**src/rtl/global_mem_pe_responder.sv**
```systemverilog
// rtl/global_mem_pe_responder.sv - global-memory responder for one PE's ld/st channels plus host init port
// Optional statistics counters enabled by GLOBAL_MEM_STATS_EN.
module global_mem_pe_responder #(
   parameter int DATA_L            = 32,
   parameter int GLOBAL_MEM_ADDR_L = 16,
   parameter int RD_LATENCY        = 2
) (
   input  logic                         clk,
   input  logic                         rst,
   input  logic [GLOBAL_MEM_ADDR_L-1:0] ld_global_mem_addr,
   input  logic                         ld_global_mem_addr_req,
   output logic                         ld_global_mem_addr_gnt,
   output logic [DATA_L-1:0]            ld_global_mem_data,
   output logic                         ld_global_mem_data_vld,
   input  logic [GLOBAL_MEM_ADDR_L-1:0] st_global_mem_addr,
   input  logic [DATA_L-1:0]            st_global_mem_data,
   input  logic                         st_global_mem_st_req,
   output logic                         st_global_mem_st_gnt,
   input  logic [GLOBAL_MEM_ADDR_L-1:0] init_mem_addr,
   input  logic [DATA_L-1:0]            init_mem_wr_data,
   input  logic                         init_mem_vld,
   input  logic                         init_mem_wr_en,
   output logic [DATA_L-1:0]            init_mem_rd_data,
   output logic                         init_mem_rd_data_vld,
   output logic [GLOBAL_MEM_ADDR_L-1:0] mem_addr,
   output logic [DATA_L-1:0]            mem_wr_data,
   output logic                         mem_wr_en,
   output logic                         mem_ch_en,
   input  logic [DATA_L-1:0]            mem_rd_data,
   output logic [31:0]                  stat_ld_cnt,
   output logic [31:0]                  stat_st_cnt,
   output logic [31:0]                  stat_conflict_cnt
);

   logic                  rr_st_next;
   logic                  init_sel;
   logic                  ld_win;
   logic                  st_win;
   logic                  rr_toggle;
   logic                  rd_issue;
   logic [RD_LATENCY-1:0] vld_sr;
   logic [RD_LATENCY-1:0] init_sr;

   // Host always wins; ld/st contention resolved by the round-robin flag.
   always_comb begin
      init_sel  = 1'b0;
      ld_win    = 1'b0;
      st_win    = 1'b0;
      rr_toggle = 1'b0;
      if (!rst) begin
         if (init_mem_vld) begin
            init_sel = 1'b1;
         end else if (ld_global_mem_addr_req && st_global_mem_st_req) begin
            rr_toggle = 1'b1;
            if (rr_st_next) st_win = 1'b1;
            else            ld_win = 1'b1;
         end else if (ld_global_mem_addr_req) begin
            ld_win = 1'b1;
         end else if (st_global_mem_st_req) begin
            st_win = 1'b1;
         end
      end
   end

   always_comb begin
      mem_ch_en   = init_sel | ld_win | st_win;
      mem_wr_en   = st_win | (init_sel & init_mem_wr_en);
      mem_addr    = '0;
      mem_wr_data = '0;
      if (init_sel) begin
         mem_addr    = init_mem_addr;
         mem_wr_data = init_mem_wr_data;
      end else if (ld_win) begin
         mem_addr    = ld_global_mem_addr;
      end else if (st_win) begin
         mem_addr    = st_global_mem_addr;
         mem_wr_data = st_global_mem_data;
      end
   end

   assign ld_global_mem_addr_gnt = ld_win;
   assign st_global_mem_st_gnt   = st_win;
   assign rd_issue               = ld_win | (init_sel & ~init_mem_wr_en);

   always_ff @(posedge clk) begin
      if (rst) begin
         rr_st_next <= 1'b0;
         vld_sr     <= '0;
         init_sr    <= '0;
      end else begin
         if (rr_toggle) rr_st_next <= ~rr_st_next;
         vld_sr[0]  <= rd_issue;
         init_sr[0] <= init_sel;
         for (int i = 1; i < RD_LATENCY; i++) begin
            vld_sr[i]  <= vld_sr[i-1];
            init_sr[i] <= init_sr[i-1];
         end
      end
   end

   // SRAM data passes straight through; the tail of the tracker says who owns it.
   assign ld_global_mem_data     = mem_rd_data;
   assign init_mem_rd_data       = mem_rd_data;
   assign ld_global_mem_data_vld = ~rst & vld_sr[RD_LATENCY-1] & ~init_sr[RD_LATENCY-1];
   assign init_mem_rd_data_vld   = ~rst & vld_sr[RD_LATENCY-1] & init_sr[RD_LATENCY-1];

`ifdef GLOBAL_MEM_STATS_EN
   logic conflict;
   assign conflict = (ld_global_mem_addr_req & ~ld_win) | (st_global_mem_st_req & ~st_win);

   always_ff @(posedge clk) begin
      if (rst) begin
         stat_ld_cnt       <= '0;
         stat_st_cnt       <= '0;
         stat_conflict_cnt <= '0;
      end else begin
         if (ld_win)   stat_ld_cnt       <= stat_ld_cnt + 32'd1;
         if (st_win)   stat_st_cnt       <= stat_st_cnt + 32'd1;
         if (conflict) stat_conflict_cnt <= stat_conflict_cnt + 32'd1;
      end
   end
`else
   assign stat_ld_cnt       = '0;
   assign stat_st_cnt       = '0;
   assign stat_conflict_cnt = '0;
`endif

endmodule

```
**config.mk**
```make
export PLATFORM = sky130hd
export DESIGN_NAME = global_mem_pe_responder
export DESIGN_NICKNAME = d
export VERILOG_FILES = /design/src/rtl/global_mem_pe_responder.sv
export SDC_FILE = /design/constraint.sdc
export NUM_CORES = 1
export LEC_CHECK = 0
export BUFFER_PORTS_ARGS = -buffer_cell sky130_fd_sc_hd__buf_4
export CORE_AREA = 2 2 141 143
export CTS_BUF_LIST = sky130_fd_sc_hd__clkbuf_16
export DETAILED_ROUTE_END_ITERATION = 6
export DIE_AREA = 0 0 143 145
export PLACE_DENSITY_LB_ADDON = 0.05
export REMOVE_ABC_BUFFERS = 1
export SLEW_MARGIN = 5
export SYNTH_ARGS = -nofsm -noshare
export SYNTH_HDL_FRONTEND = slang
export SYNTH_SLANG_ARGS = --single-unit
```
**constraint.sdc**
```tcl
create_clock -name clk -period 1.5 [get_ports clk]
set_input_delay 0.075 -clock clk [delete_from_list [all_inputs] [get_ports clk]]
set_output_delay 0.075 -clock clk [all_outputs]
set_load 0.005 [all_outputs]
```
=== Yosys cells after proc, flatten, opt, wreduce, memory -nomap -nowiden ===
Cells that the tools add are included.

* Bits in registers: 5
* Output and inout bits: 214

* Muxes and demuxes: 22
* Bitwise logic cells: 13
* Reductions and logical operators: 1

{| class="wikitable"
|+ Operators with widths
! cell !! number
|-
| $mux 32 || 3
|-
| $mux 16 || 3
|-
| $mux 1 || 16
|-
| $and 1x1->1 || 5
|-
| $not 1->1 || 4
|-
| $or 1x1->1 || 4
|-
| $logic_and 1x1->1 || 1
|}

=== Logic depth before layout (Yosys ltp) ===
* Word-level depth: 8
* Gate-level depth with buffers: 5
* Depth with buffers taken out: 3

=== Worst setup path before layout ===
Ideal clock, no wire load.

* Path type: register to output
* Start: reg rr_st_next
* End: out mem_addr[10]
* Data arrival time: 1186 ps
* Data required time: 1425 ps
* Path slack: 239 ps
* Cell stages (with the launch flop): 6
* Path buffers: 2
* Cells stage by stage: dfxtp_1 nand2b_1 and3_1 buf_2 buf_2 a221o_1

* Cells in the longest elaborated chain, start to end: 7
* Elaborated cells on any way between the ends: 11

{| class="wikitable"
|+ RTL lines
! element !! RTL line !! RTL
|-
| from (decl) || 35 || <nowiki>logic rr_st_next;</nowiki>
|-
| from (signal assigned) || 91 || <nowiki>if (rr_toggle) rr_st_next <= ~rr_st_next;</nowiki>
|-
| $mux 1 || 55 || <nowiki>if (rr_st_next) st_win = 1'b1;</nowiki>
|-
| $mux 1 || 53 || <nowiki>end else if (ld_global_mem_addr_req && st_global_mem_st_req) begin</nowiki>
|-
| $mux 1 || 51 || <nowiki>if (init_mem_vld) begin</nowiki>
|-
| $mux 1 || 50 || <nowiki>if (!rst) begin</nowiki>
|-
| $mux 16 || 75 || <nowiki>end else if (st_win) begin</nowiki>
|-
| $mux 16 (*) || 73 || <nowiki>end else if (ld_win) begin</nowiki>
|-
| $mux 16 (*) || 70 || <nowiki>if (init_sel) begin</nowiki>
|-
| to (decl) || 25 || <nowiki>output logic [GLOBAL_MEM_ADDR_L-1:0] mem_addr,</nowiki>
|}

Every way passes the cells marked *; elsewhere a longest branch is shown, timed or not.

=== Worst setup path after layout ===
* Start: reg rr_st_next
* End: out mem_addr[6]

The elaborated chain is that of the path after synthesis.

==> impl_metrics.tcl <==
set metrics [dict create \
    dieHeight_um 145 \
    nNetsFinal 519 \
    drt_first_pass_iters 4 \
    status "finished, violations left" \
    ys_warn_count 0 \
    whs_path_depth 2 \
    hold_path.class "primary input to flop" \
    min_to "rr_st_next" \
    maxSlewViolCount 0 \
    drive_gt1_share_pct 55.4 \
    max_freq_mhz 632 \
    reg2reg_depth 5 \
    path_class "flop to primary output" \
    overflow 0 \
    powerDensity_nw_per_um2 402 \
    setup_viol 25 \
    wl_per_cell_um 16.9 \
    n_antenna_cell 0 \
    post-route-period-util_pct 105 \
    hpwl_um 8570 \
    place_congestion 0.652 \
    end_kind "primary output" \
    cts_tree "yes" \
    path_clk_slew_ps 30 \
    cts_sinks 5 \
    cts_hold_buf 0 \
    clock-root-buffer "clkbuf_16" \
    critPathMaxFanout 6 \
    die-area_um2 20700 \
    die_x_um 143 \
    utilization_pct 16.2 \
    grt_pass1_wl_um 13600 \
    antenna_found_initial 0 \
    grt_pass1_vias 1868 \
    drt_iter0_drc 35 \
    htree_levels 1 \
    required_ps 1420 \
    violations "setup timing" \
    ys_seq_elements 5 \
    track_usage_pct 9.17 \
    power_uw 1250 \
    rsz0062_at_grt "yes" \
    synthCells 260 \
    clock_path_buffers 2 \
    worstReg2RegStart "rr_st_next" \
    post_drt_via_cell_ratio 3.11 \
    r2r_end "vld_sr[0]" \
    setup_ws_ps -81.6 \
    vias 1970 \
    synth_cell_type_count 27 \
    clock_skew_ps 2.12 \
    period_minus_slack_ps 1580 \
    drc_errors 0 \
    area_growth_pct 50.5 \
    reg2reg_slack_ps 370 \
    routed_wl_um 10700 \
    final_antenna_net_count 0 \
    hold_viol_final 0 \
    startpoint "rr_st_next" \
    cts_buffers 3 \
    arrival_ps 1510 \
    hold_start "rst" \
    ir_drop_mv 0.265 \
    place_ws_ps 84.4 \
    maxCapViolations 0 \
    top_level_ports 364 \
    initial_core_util_pct 10.7 \
    port_buffers 171 \
    critPathLaunchType "flop" \
    syn_area_per_cell_um2 7.94 \
    core-area_um2 19200 \
    synth.cell_area_um2 2060 \
    row_count 51 \
    grt_max_degree 32 \
    p_leak_uw 0.00165 \
    seq_area_frac_synth_pct 4.85 \
    clock_latency_ps 230 \
]
-- metal layers --
metal	up-vias	share of wire [%]	track usage [%]
met3	4	19	8.61
met1	888	36	9.54
met2	228	44	13.8
met5	-	0.68	4.01
li1	848	-	-
met4	2	0.019	0.495
-- report_power, final --
part	switching, µW	internal, µW
combinational	251	423
clock	84.6	345
sequential	2.32	142
-- repair_timing --
action | CTS | global route
cloned | 2 | 2
gates resized for setup | 8 | 13
setup endpoints to repair | 49 | 49
buffers inserted | 1 | 1
pin swaps | 5 | 0
-- cell type report --
cell class                 instances  area, µm²
fill                            2197      16100
timing repair buffer             181       1520
multi-input combinational        177       1070
tap                              265        332
sequential                         5        101
clock buffer                       3       75.1
clock inverter                     1       3.75
inverter                           1       3.75
-- stage by stage --
| stage | instance area [µm²] | hold slack (ps) | TNS, ps | std cells |
|---|---|---|---|---|
| floorplan | 1130 | 147 | -25220 | 182 |
| global placement | 2840 | 150 | 0 | 623 |
| detailed placement | 2840 | 150 | 0 | 623 |
| CTS | 2990 | 95.5 | -962 | 630 |
| global route | 3100 | 107 | -3670 | 633 |
| finish | 3100 | 89.5 | -936 | 633 |
-- layout by cell type (no fill, tap or decap), types with 2 or more instances in the layout --
cell       count
a22o_1        31
inv_1          2
a221o_1        8
buf_6         15
buf_4        159
clkbuf_16      5
and2_1        16
conb_1        96
dfxtp_1        4
and3_4         3
buf_12         4
a221o_2        8
and2b_2        2
-- logic make-up (layout without fill, tap and decap cells) --
kind of cell	count (synthesis)	count (layout)	share of synthesized area, %
buffers and inverters	174	186	62.6
AOI/OAI and AO/OA	50	50	22.6
and+or+nand+nor	29	30	9.34
DFF	5	5	4.85
other	1	96	0.182
xor gates and xnor gates	1	1	0.425
-- worst max-delay path, stage by stage (launching register included) --
cell and delay (ps):
dfxtp_2 310, nand2b_4 120, and3_4 210, clkbuf_16 180
a221o_2 340, buf_6 120
-- cell usage after synthesis, drive strengths merged --
cell | number | area [µm²]
a21o | 2 | 16.3
inv | 1 | 3.75
nand3b | 1 | 7.51
and3b | 1 | 10.0
and2 | 16 | 100
a22o | 32 | 280
or3 | 1 | 6.26
nor2b | 1 | 6.26
and3 | 2 | 17.5
nor3b | 1 | 7.51
nand2b | 1 | 6.26
and2b | 2 | 17.5
xor2 | 1 | 8.76
dfxtp | 5 | 100
conb | 1 | 3.75
clkbuf | 1 | 3.75
a221o | 16 | 170
nand2 | 1 | 3.75
buf | 172 | 1280
nor2 | 2 | 10.0
-- state kept, by name (all words and copies together), names as in the netlist --
name        count
rr_st_next      1
init_sr         2
vld_sr          2
-- worst max-delay path by stage --
stage	endpoint	cells after the start
after floorplan	mem_addr[10]	3
after global placement	mem_ch_en	5
after detailed placement	mem_ch_en	5
after CTS	mem_addr[8]	5
after global routing	mem_addr[6]	5
final	mem_addr[6]	5
(Power assumes the default switching activity.)
